<file path="src/rtl/nor_cmd_pkg.sv">
// Shared definitions for the NOR command sequencer: operation codes, JEDEC
// unlock addresses and command bytes, per-operation step tables.
package nor_cmd_pkg;

  typedef enum logic [1:0] {
    OP_READ         = 2'd0,
    OP_PROGRAM      = 2'd1,
    OP_SECTOR_ERASE = 2'd2,
    OP_RESET        = 2'd3
  } op_e;

  typedef enum logic [2:0] {
    S_IDLE   = 3'd0,
    S_XFER   = 3'd1,  // command-table step in flight (issue + wait for ack)
    S_POLL_A = 3'd2,  // first status read of a toggle pair in flight
    S_POLL_B = 3'd3,  // second status read of a toggle pair in flight
    S_RESP   = 3'd4
  } seq_state_e;

  localparam logic [11:0] UNLOCK_ADR_1 = 12'h555;
  localparam logic [11:0] UNLOCK_ADR_2 = 12'h2AA;
  localparam logic [11:0] RESET_ADR    = 12'h000;

  localparam logic [7:0] CMD_UNLOCK_1     = 8'hAA;
  localparam logic [7:0] CMD_UNLOCK_2     = 8'h55;
  localparam logic [7:0] CMD_PROGRAM      = 8'hA0;
  localparam logic [7:0] CMD_ERASE_SETUP  = 8'h80;
  localparam logic [7:0] CMD_SECTOR_ERASE = 8'h30;
  localparam logic [7:0] CMD_RESET        = 8'hF0;

  localparam logic [2:0] STEPS_READ    = 3'd1;
  localparam logic [2:0] STEPS_PROGRAM = 3'd4;
  localparam logic [2:0] STEPS_ERASE   = 3'd6;
  localparam logic [2:0] STEPS_RESET   = 3'd1;

  // DQ6 toggles on every status read while an embedded algorithm runs.
  localparam int DQ6_BIT = 6;

  // One bus transaction of a command sequence. Address/data either come
  // from a fixed unlock/command value or from the latched command fields.
  typedef struct packed {
    logic        we;
    logic        use_target_adr;
    logic [11:0] fixed_adr;
    logic        use_cmd_data;
    logic [7:0]  cmd_byte;
  } step_t;

  function automatic step_t fixed_write(input logic [11:0] adr, input logic [7:0] cmd);
    step_t s;
    s.we             = 1'b1;
    s.use_target_adr = 1'b0;
    s.fixed_adr      = adr;
    s.use_cmd_data   = 1'b0;
    s.cmd_byte       = cmd;
    return s;
  endfunction

  function automatic step_t target_access(input logic we, input logic use_data,
                                          input logic [7:0] cmd);
    step_t s;
    s.we             = we;
    s.use_target_adr = 1'b1;
    s.fixed_adr      = 12'h000;
    s.use_cmd_data   = use_data;
    s.cmd_byte       = cmd;
    return s;
  endfunction

  function automatic logic [2:0] step_count(input op_e op);
    logic [2:0] n;
    case (op)
      OP_READ:         n = STEPS_READ;
      OP_PROGRAM:      n = STEPS_PROGRAM;
      OP_SECTOR_ERASE: n = STEPS_ERASE;
      OP_RESET:        n = STEPS_RESET;
      default:         n = 3'd1;
    endcase
    return n;
  endfunction

  function automatic logic op_polls(input op_e op);
    return (op == OP_PROGRAM) || (op == OP_SECTOR_ERASE);
  endfunction

  function automatic step_t step_lookup(input op_e op, input logic [2:0] idx);
    step_t s;
    s = target_access(1'b0, 1'b0, 8'h00);
    case (op)
      OP_READ: s = target_access(1'b0, 1'b0, 8'h00);
      OP_PROGRAM: begin
        case (idx)
          3'd0:    s = fixed_write(UNLOCK_ADR_1, CMD_UNLOCK_1);
          3'd1:    s = fixed_write(UNLOCK_ADR_2, CMD_UNLOCK_2);
          3'd2:    s = fixed_write(UNLOCK_ADR_1, CMD_PROGRAM);
          3'd3:    s = target_access(1'b1, 1'b1, 8'h00);
          default: s = fixed_write(RESET_ADR, CMD_RESET);
        endcase
      end
      OP_SECTOR_ERASE: begin
        case (idx)
          3'd0:    s = fixed_write(UNLOCK_ADR_1, CMD_UNLOCK_1);
          3'd1:    s = fixed_write(UNLOCK_ADR_2, CMD_UNLOCK_2);
          3'd2:    s = fixed_write(UNLOCK_ADR_1, CMD_ERASE_SETUP);
          3'd3:    s = fixed_write(UNLOCK_ADR_1, CMD_UNLOCK_1);
          3'd4:    s = fixed_write(UNLOCK_ADR_2, CMD_UNLOCK_2);
          3'd5:    s = target_access(1'b1, 1'b0, CMD_SECTOR_ERASE);
          default: s = fixed_write(RESET_ADR, CMD_RESET);
        endcase
      end
      OP_RESET: s = fixed_write(RESET_ADR, CMD_RESET);
      default:  s = fixed_write(RESET_ADR, CMD_RESET);
    endcase
    return s;
  endfunction

endpackage

</file>
<file path="src/rtl/wb_txn_master.sv">
// Single-transaction wishbone engine. A one-cycle request loads address,
// data and direction and raises stb; stb drops once the slave stops
// stalling. Completion (ack or err) is reported combinationally in the cycle
// it arrives, so the owner can launch the next request on the same edge.
module wb_txn_master
  #(
    parameter int ADDRBITS = 26,
    parameter int DATABITS = 16
  )
  (
    input  logic                i_clk,
    input  logic                i_rst,
    input  logic                i_req,
    input  logic                i_we,
    input  logic [ADDRBITS-1:0] i_adr,
    input  logic [DATABITS-1:0] i_dat,
    output logic                o_done,
    output logic                o_err,
    output logic [DATABITS-1:0] o_rdata,
    output logic                o_stb,
    output logic                o_we,
    output logic [ADDRBITS-1:0] o_adr,
    output logic [DATABITS-1:0] o_dat,
    input  logic                i_ack,
    input  logic                i_err,
    input  logic                i_stall,
    input  logic [DATABITS-1:0] i_rdata
  );

  logic                r_busy;
  logic                r_stb;
  logic                r_we;
  logic [ADDRBITS-1:0] r_adr;
  logic [DATABITS-1:0] r_dat;

  // An ack that lands while stb is still high (stall just dropped) still
  // belongs to this transaction; responses outside a transaction are ignored.
  assign o_done  = r_busy & (i_ack | i_err);
  assign o_err   = r_busy & i_err;
  assign o_rdata = i_rdata;
  assign o_stb   = r_stb;
  assign o_we    = r_we;
  assign o_adr   = r_adr;
  assign o_dat   = r_dat;

  // Transaction state: load on request, hold stb through stall, retire on ack/err.
  always_ff @(posedge i_clk or posedge i_rst) begin
    if (i_rst) begin
      r_busy <= 1'b0;
      r_stb  <= 1'b0;
      r_we   <= 1'b0;
      r_adr  <= {ADDRBITS{1'b0}};
      r_dat  <= {DATABITS{1'b0}};
    end else if (i_req) begin
      r_busy <= 1'b1;
      r_stb  <= 1'b1;
      r_we   <= i_we;
      r_adr  <= i_adr;
      r_dat  <= i_dat;
    end else if (o_done) begin
      r_busy <= 1'b0;
      r_stb  <= 1'b0;
    end else if (r_stb && !i_stall) begin
      r_stb <= 1'b0;
    end
  end

endmodule

</file>
<file path="src/rtl/nor_cmd_seq.sv">
// NOR command sequencer: expands READ / PROGRAM / SECTOR_ERASE / RESET into
// JEDEC unlock+command write sequences on a wishbone master port, polls the
// DQ6 toggle bit after program/erase, and returns one response per command.
module nor_cmd_seq
  import nor_cmd_pkg::*;
  #(
    parameter int ADDRBITS   = 26,
    parameter int DATABITS   = 16,
    parameter int POLL_LIMIT = 1000000
  )
  (
    input  logic                wb_clk_i,
    input  logic                wb_rst_i,
    input  logic                cmd_valid_i,
    output logic                cmd_ready_o,
    input  logic [1:0]          cmd_op_i,
    input  logic [ADDRBITS-1:0] cmd_addr_i,
    input  logic [DATABITS-1:0] cmd_data_i,
    output logic                rsp_valid_o,
    output logic [DATABITS-1:0] rsp_data_o,
    output logic                rsp_err_o,
    output logic                wb_cyc_o,
    output logic                wb_stb_o,
    output logic                wb_we_o,
    output logic [ADDRBITS-1:0] wb_adr_o,
    output logic [DATABITS-1:0] wb_dat_o,
    input  logic [DATABITS-1:0] wb_dat_i,
    input  logic                wb_ack_i,
    input  logic                wb_err_i,
    input  logic                wb_stall_i
  );

  localparam int             PCW          = $clog2(POLL_LIMIT + 1);
  localparam logic [PCW-1:0] POLL_LIMIT_C = PCW'(POLL_LIMIT);

  seq_state_e          r_state;
  op_e                 r_op;
  logic [ADDRBITS-1:0] r_addr;
  logic [DATABITS-1:0] r_data;
  logic [2:0]          r_step;
  logic [PCW-1:0]      r_poll_cnt;
  logic [DATABITS-1:0] r_first_rd;
  logic                r_cmd_ready;
  logic                r_rsp_valid;
  logic [DATABITS-1:0] r_rsp_data;
  logic                r_rsp_err;
  logic                r_cyc;

  op_e                 w_src_op;
  logic [ADDRBITS-1:0] w_src_addr;
  logic [DATABITS-1:0] w_src_data;
  logic [2:0]          w_step_idx;
  step_t               w_step;
  logic                w_more_steps;
  logic                w_toggled;
  logic [PCW-1:0]      w_poll_next;
  logic                w_timeout;
  logic                w_req_cmd;
  logic                w_req_poll;
  logic                w_req;
  logic                w_req_we;
  logic [ADDRBITS-1:0] w_req_adr;
  logic [DATABITS-1:0] w_req_dat;
  logic                w_done;
  logic                w_err;
  logic [DATABITS-1:0] w_rdata;

  // Step source: the first step is launched on the accept edge straight from
  // the command port so stb rises the cycle after acceptance.
  always_comb begin
    if (r_state == S_IDLE) begin
      w_src_op   = op_e'(cmd_op_i);
      w_src_addr = cmd_addr_i;
      w_src_data = cmd_data_i;
      w_step_idx = 3'd0;
    end else begin
      w_src_op   = r_op;
      w_src_addr = r_addr;
      w_src_data = r_data;
      w_step_idx = r_step + 3'd1;
    end
  end

  assign w_step       = step_lookup(w_src_op, w_step_idx);
  assign w_more_steps = (r_step + 3'd1) < step_count(r_op);
  assign w_toggled    = w_rdata[DQ6_BIT] != r_first_rd[DQ6_BIT];
  assign w_poll_next  = r_poll_cnt + {{(PCW-1){1'b0}}, 1'b1};
  assign w_timeout    = w_poll_next >= POLL_LIMIT_C;

  // Decide whether this cycle launches the next table step or a status read.
  always_comb begin
    w_req_cmd  = 1'b0;
    w_req_poll = 1'b0;
    case (r_state)
      S_IDLE: begin
        w_req_cmd = cmd_valid_i;
      end
      S_XFER: begin
        if (w_done && !w_err) begin
          if (w_more_steps) begin
            w_req_cmd = 1'b1;
          end else begin
            w_req_poll = op_polls(r_op);
          end
        end else begin
          w_req_cmd = 1'b0;
        end
      end
      S_POLL_A: begin
        if (w_done && !w_err) begin
          w_req_poll = 1'b1;
        end else begin
          w_req_poll = 1'b0;
        end
      end
      S_POLL_B: begin
        if (w_done && !w_err && w_toggled && !w_timeout) begin
          w_req_poll = 1'b1;
        end else begin
          w_req_poll = 1'b0;
        end
      end
      default: begin
        w_req_cmd  = 1'b0;
        w_req_poll = 1'b0;
      end
    endcase
  end

  assign w_req     = w_req_cmd | w_req_poll;
  assign w_req_we  = w_req_cmd & w_step.we;
  assign w_req_adr = (w_req_poll || w_step.use_target_adr) ? w_src_addr
                                                           : ADDRBITS'(w_step.fixed_adr);
  assign w_req_dat = w_req_poll ? {DATABITS{1'b0}}
                   : (w_step.use_cmd_data ? w_src_data : DATABITS'(w_step.cmd_byte));

  wb_txn_master #(
    .ADDRBITS (ADDRBITS),
    .DATABITS (DATABITS)
  ) u_txn (
    .i_clk   (wb_clk_i),
    .i_rst   (wb_rst_i),
    .i_req   (w_req),
    .i_we    (w_req_we),
    .i_adr   (w_req_adr),
    .i_dat   (w_req_dat),
    .o_done  (w_done),
    .o_err   (w_err),
    .o_rdata (w_rdata),
    .o_stb   (wb_stb_o),
    .o_we    (wb_we_o),
    .o_adr   (wb_adr_o),
    .o_dat   (wb_dat_o),
    .i_ack   (wb_ack_i),
    .i_err   (wb_err_i),
    .i_stall (wb_stall_i),
    .i_rdata (wb_dat_i)
  );

  // Sequencer FSM: owns cyc for the whole command (polls included) and the
  // registered response / ready outputs. Entering RESP always drops cyc.
  always_ff @(posedge wb_clk_i or posedge wb_rst_i) begin
    if (wb_rst_i) begin
      r_state     <= S_IDLE;
      r_op        <= OP_READ;
      r_addr      <= {ADDRBITS{1'b0}};
      r_data      <= {DATABITS{1'b0}};
      r_step      <= 3'd0;
      r_poll_cnt  <= {PCW{1'b0}};
      r_first_rd  <= {DATABITS{1'b0}};
      r_cmd_ready <= 1'b1;
      r_rsp_valid <= 1'b0;
      r_rsp_data  <= {DATABITS{1'b0}};
      r_rsp_err   <= 1'b0;
      r_cyc       <= 1'b0;
    end else begin
      r_rsp_valid <= 1'b0;
      case (r_state)
        S_IDLE: begin
          if (cmd_valid_i) begin
            r_op        <= op_e'(cmd_op_i);
            r_addr      <= cmd_addr_i;
            r_data      <= cmd_data_i;
            r_step      <= 3'd0;
            r_poll_cnt  <= {PCW{1'b0}};
            r_cmd_ready <= 1'b0;
            r_cyc       <= 1'b1;
            r_state     <= S_XFER;
          end
        end
        S_XFER: begin
          if (w_done) begin
            if (w_err) begin
              r_state <= S_RESP; r_cyc <= 1'b0; r_rsp_valid <= 1'b1;
              r_rsp_err <= 1'b1; r_rsp_data <= {DATABITS{1'b0}};
            end else if (w_more_steps) begin
              r_step <= r_step + 3'd1;
            end else if (op_polls(r_op)) begin
              r_state <= S_POLL_A;
            end else begin
              r_state <= S_RESP; r_cyc <= 1'b0; r_rsp_valid <= 1'b1;
              r_rsp_err  <= 1'b0;
              r_rsp_data <= (r_op == OP_READ) ? w_rdata : {DATABITS{1'b0}};
            end
          end
        end
        S_POLL_A: begin
          if (w_done) begin
            if (w_err) begin
              r_state <= S_RESP; r_cyc <= 1'b0; r_rsp_valid <= 1'b1;
              r_rsp_err <= 1'b1; r_rsp_data <= {DATABITS{1'b0}};
            end else begin
              r_first_rd <= w_rdata;
              r_state    <= S_POLL_B;
            end
          end
        end
        S_POLL_B: begin
          if (w_done) begin
            if (w_err) begin
              r_state <= S_RESP; r_cyc <= 1'b0; r_rsp_valid <= 1'b1;
              r_rsp_err <= 1'b1; r_rsp_data <= {DATABITS{1'b0}};
            end else if (!w_toggled) begin
              r_state <= S_RESP; r_cyc <= 1'b0; r_rsp_valid <= 1'b1;
              r_rsp_err <= 1'b0; r_rsp_data <= w_rdata;
            end else if (w_timeout) begin
              // Timeout still reports the last status word for diagnosis.
              r_state <= S_RESP; r_cyc <= 1'b0; r_rsp_valid <= 1'b1;
              r_rsp_err <= 1'b1; r_rsp_data <= w_rdata;
            end else begin
              r_poll_cnt <= w_poll_next;
              r_state    <= S_POLL_A;
            end
          end
        end
        S_RESP: begin
          r_cmd_ready <= 1'b1;
          r_state     <= S_IDLE;
        end
        default: begin
          r_cyc       <= 1'b0;
          r_cmd_ready <= 1'b1;
          r_state     <= S_IDLE;
        end
      endcase
    end
  end

  assign cmd_ready_o = r_cmd_ready;
  assign rsp_valid_o = r_rsp_valid;
  assign rsp_data_o  = r_rsp_data;
  assign rsp_err_o   = r_rsp_err;
  assign wb_cyc_o    = r_cyc;

endmodule

</file>
<file path="config.mk">
export PLATFORM = sky130hd
export DESIGN_NAME = nor_cmd_seq
export DESIGN_NICKNAME = d
export VERILOG_FILES = /design/src/rtl/nor_cmd_pkg.sv /design/src/rtl/wb_txn_master.sv /design/src/rtl/nor_cmd_seq.sv
export SDC_FILE = /design/constraint.sdc
export NUM_CORES = 1
export LEC_CHECK = 0
export ABC_CLOCK_PERIOD_IN_PS = 4200
export BUFFER_PORTS_ARGS = -buffer_cell sky130_fd_sc_hd__buf_2
export CELL_PAD_IN_SITES_DETAIL_PLACEMENT = 2
export CELL_PAD_IN_SITES_GLOBAL_PLACEMENT = 2
export CORE_MARGIN = 2
export CORE_UTILIZATION = 36
export DETAILED_ROUTE_END_ITERATION = 10
export PLACE_DENSITY_LB_ADDON = 0.1
export SLEW_MARGIN = 5
export SYNTH_ARGS = -nofsm -noshare
export SYNTH_HDL_FRONTEND = slang
export SYNTH_HIERARCHICAL = 1
export SYNTH_SLANG_ARGS = --single-unit
</file>
<file path="constraint.sdc">
create_clock -name wb_clk_i -period 4.2 [get_ports wb_clk_i]
set_input_delay 0.84 -clock wb_clk_i [delete_from_list [all_inputs] [get_ports wb_clk_i]]
set_output_delay 0.84 -clock wb_clk_i [all_outputs]
set_load 0.03 [all_outputs]
</file>
==> impl_metrics.csv <==
group,metric,value,unit
sta,hold_violations,0,
synthesis,synth_edf_count,0,
synthesis,synth_top_cell_area_share,0.459,
cts,clkSinkCount,136,
cts,clock_latency,430,ps
place,pre_cts_ws,360,ps
synthesis,netlist_area,0.00737,mm^2
floorplanning,dieWidth,147,um
floorplanning,core_area,0.0202,mm^2
cells_and_area,final_cell_mix,"135 x dfrtp_1, 132 x nand2_1, 129 x buf_2",
synthesis,syn_nets,785,
place,port_buffers,129,
cts,cts-resized-gates,0,
routing,drtPass1Iterations,4,
routing,wire_per_inst,20.6,um
synthesis,ys.flop_type,"dfrtp_1",
worst_setup_path,crit_path_top_delay_cell,"dfrtp_1",
routing,met1_length,9.50,mm
cells_and_area,area_delta_synth_final,18.4,%
worst_setup_path,end_kind,"flip-flop",
cts,hold_buffers,0,
sta,fin_ws,368,ps
sta,max_slew_margin,0.210,
routing,drcViolationCount,0,
cts,clk_pin_slew,70,ps
worst_hold_path,hold_class,"reg2reg",
sta,timing.final.crit_share,0.912,
place,hpwl,15.4,mm
worst_setup_path,path_max_fanout,13,
place,place_congestion,0.840,
place,placed_cells,1068,
power_and_ir_drop,ir_drop,0.270,mV
global_routing,track_usage,0.222,
sta,drv_slew,0,
cts,postCtsSetupBuffers,0,
worst_setup_path,cp_slowest_stage_delay,550,ps
floorplanning,row_count,52,
cts,htreeDepth,4,
routing,routed_wl,22.7,mm
sta,setup-tns-final,0,ps
cts,numCtsBuffers,17,
cts,cts_tree,"built",
status,status,"finished, final reports clean",
sta,worst_slew_pin_slew,1180,ps
cts,clockRootBuffer,"clkbuf_16",
synthesis,yosysUniqueCellTypes,65,
synthesis,synth_async_sr_flop_share,1.00,
global_routing,antenna_found_initial,1,
synthesis,ys_seq_area_frac,0.462,
cells_and_area,fin_util,0.433,
routing,viasPerCell,5.32,
sta,fin_worst_skew,15.4,ps
cts,clk_path_buf_depth,2,
worst_setup_path,critPathLaunchType,"flip-flop",
floorplanning,dieArea,0.0216,mm^2
worst_setup_path,required,4510,ps
routing,route.met3.wl,896,um
global_routing,grt_start_max_net_pins,71,
synthesis,ys_seq_elements,136,
worst_setup_path,crit_arrival,4140,ps
global_routing,grt_pass1_wl,37.7,mm
synthesis,postSynthCellCount,713,
routing,top_layer,"met4",
routing,drt-initial-drc-count,168,
routing,ant_nets,0,
floorplanning,initial_core_util,0.365,
synthesis,synth_area_leaders,"dfrtp_1 46%, mux2_4 7.7%, nand2_1 6.7%",
worst_setup_path,path_class,"reg2reg",
routing,num_vias,5845,
routing,wl_met2,12.0,mm
global_routing,grt_pass1_vias,6703,
floorplanning,boundaryPins,130,
sta,max_freq,261,MHz
power_and_ir_drop,power_density,348,mW/mm^2
sta,rsz0062_at_grt,"no",
cells_and_area,final_nets,889,
sta,fin_crit,3830,ps
synthesis,synth_warnings,6,
cells_and_area,final_cell_count_no_fill,1099,
worst_setup_path,path_cells,"ha_1 > xnor2_1 > inv_1 > ha_1 > a21oi_1 > nor2_1 > o21bai_1 > a31oi_4 > nor2_1 > a31oi_1 > mux2_4",
global_routing,overflow,0,
synthesis,synth_top_cell_by_area,"dfrtp_1",
floorplanning,die_h,147,um
flow_run,maxCapViolCount,0,
synthesis,synthesis.area_per_instance,10.3,um^2
cells_and_area,mostFrequentLayoutCell,"dfrtp_1",
sta,setup_viol,0,
cells_and_area,drive_gt1_frac,0.356,
power_and_ir_drop,leakagePower,3.97,nW
==> report_power, final <==
| group | internal [mW] | switching [mW] | total [mW] | leakage (nW) |
|---|---|---|---|---|
| registers | 1.31 | 0 | 1.31 | 1.86 |
| clock network | 1.06 | 0.595 | 1.66 | 0.312 |
| logic | 0.0244 | 0.0469 | 0.0713 | 1.79 |
| total | 2.40 | 0.642 | 3.04 | 3.97 |
==> registers in the layout, indices dropped and copies added (netlist names) <==
| signal | flops |
|---|---|
| r_addr | 26 |
| wb_cyc_o | 1 |
| rsp_err_o | 1 |
| r_op | 2 |
| r_data | 16 |
| u_txn/o_adr | 26 |
| r_poll_cnt | 20 |
| r_first_rd | 1 |
| rsp_valid_o | 1 |
| u_txn/r_busy | 1 |
| cmd_ready_o | 1 |
| u_txn/o_we | 1 |
| u_txn/o_dat | 16 |
| r_step | 3 |
| r_state | 3 |
| u_txn/o_stb | 1 |
| rsp_data_o | 16 |
==> through the flow <==
stage	hold WS, ps	cell area (um^2)	power, mW
after floorplan	445	7370	1.37
after global placement	471	8080	1.41
after detailed placement	483	8080	1.41
after CTS	497	8720	3.08
after global routing	530	8720	3.15
final	491	8720	3.04
==> area by class of cell <==
class,instances,area (um^2)
tap,270,338
timing repair buffer,142,756
multi-input combinational,503,3520
clock inverter,12,199
fill,2163,11400
antenna,1,2.50
inverter,17,66.3
clock buffer,18,439
sequential,136,3400
==> synth_stat cells, drive strengths merged (2+ instances only) <==
cell and instances:
o21bai 3, or2 3, a211oi 2, and3 3
or4 3, nand3 13, or3 3, a31oi 19
nor3 10, a21oi 44, inv 17, o31ai 10
o21a 2, nor2 35, clkbuf 19, xnor2 5
mux2 82, ha 6, nand4 6, a21o 2
o41ai 2, nand3b 4, nand2b 6, buf 38
o21ai 55, nand4b 2, nor4 4, nand2 133
mux2i 26, a22oi 2, and2 3, nor2b 2
dfrtp 135
==> per-layer routing <==
| layer | GRT usage | vias up |
|---|---|---|
| met5 | 0 | - |
| met4 | 0.0615 | 0 |
| met3 | 0.0484 | 16 |
| met2 | 0.396 | 106 |
| met1 | 0.271 | 3024 |
| li1 | - | 2699 |
==> critical path, delay by kind of cell, from the launching register on <==
kind                     cells  cell delay [ps]
flip-flops                   1              550
adder cells (fa/ha/maj)      2              670
AO/OA/AOI/OAI                4              870
AND/OR/NAND/NOR              2              580
XOR/XNOR                     1              500
buffers and inverters        1              250
multiplexers                 1              290
==> cells by family after synthesis <==
logic type | share of synthesized area
simple gates | 0.149
compound gates | 0.130
flops | 0.462
mux | 0.180
buf+inv | 0.0613
fa+ha+maj | 0.0116
xor+xnor | 0.00595
==> worst paths after layout <==
kind | cells after the start | end | slack, ps | start
max in group asynchronous | 3 | cmd_ready_o$_DFFE_PP1P_ | 2720 | wb_rst_i
worst max register to register | 11 | u_txn/o_adr[6]$_DFFE_PP0P_ | 370 | r_step[0]$_DFFE_PP0P_
worst min register to register | 1 | r_poll_cnt[19]$_DFFE_PP0P_ | 490 | r_poll_cnt[19]$_DFFE_PP0P_
worst max-delay path | 11 | u_txn/o_adr[6]$_DFFE_PP0P_ | 370 | r_step[0]$_DFFE_PP0P_
min in group asynchronous | 2 | r_addr[22]$_DFFE_PP0P_ | 640 | wb_rst_i
worst min-delay path | 1 | r_poll_cnt[19]$_DFFE_PP0P_ | 490 | r_poll_cnt[19]$_DFFE_PP0P_
No activity file was read; power rests on OpenSTA's default activity.
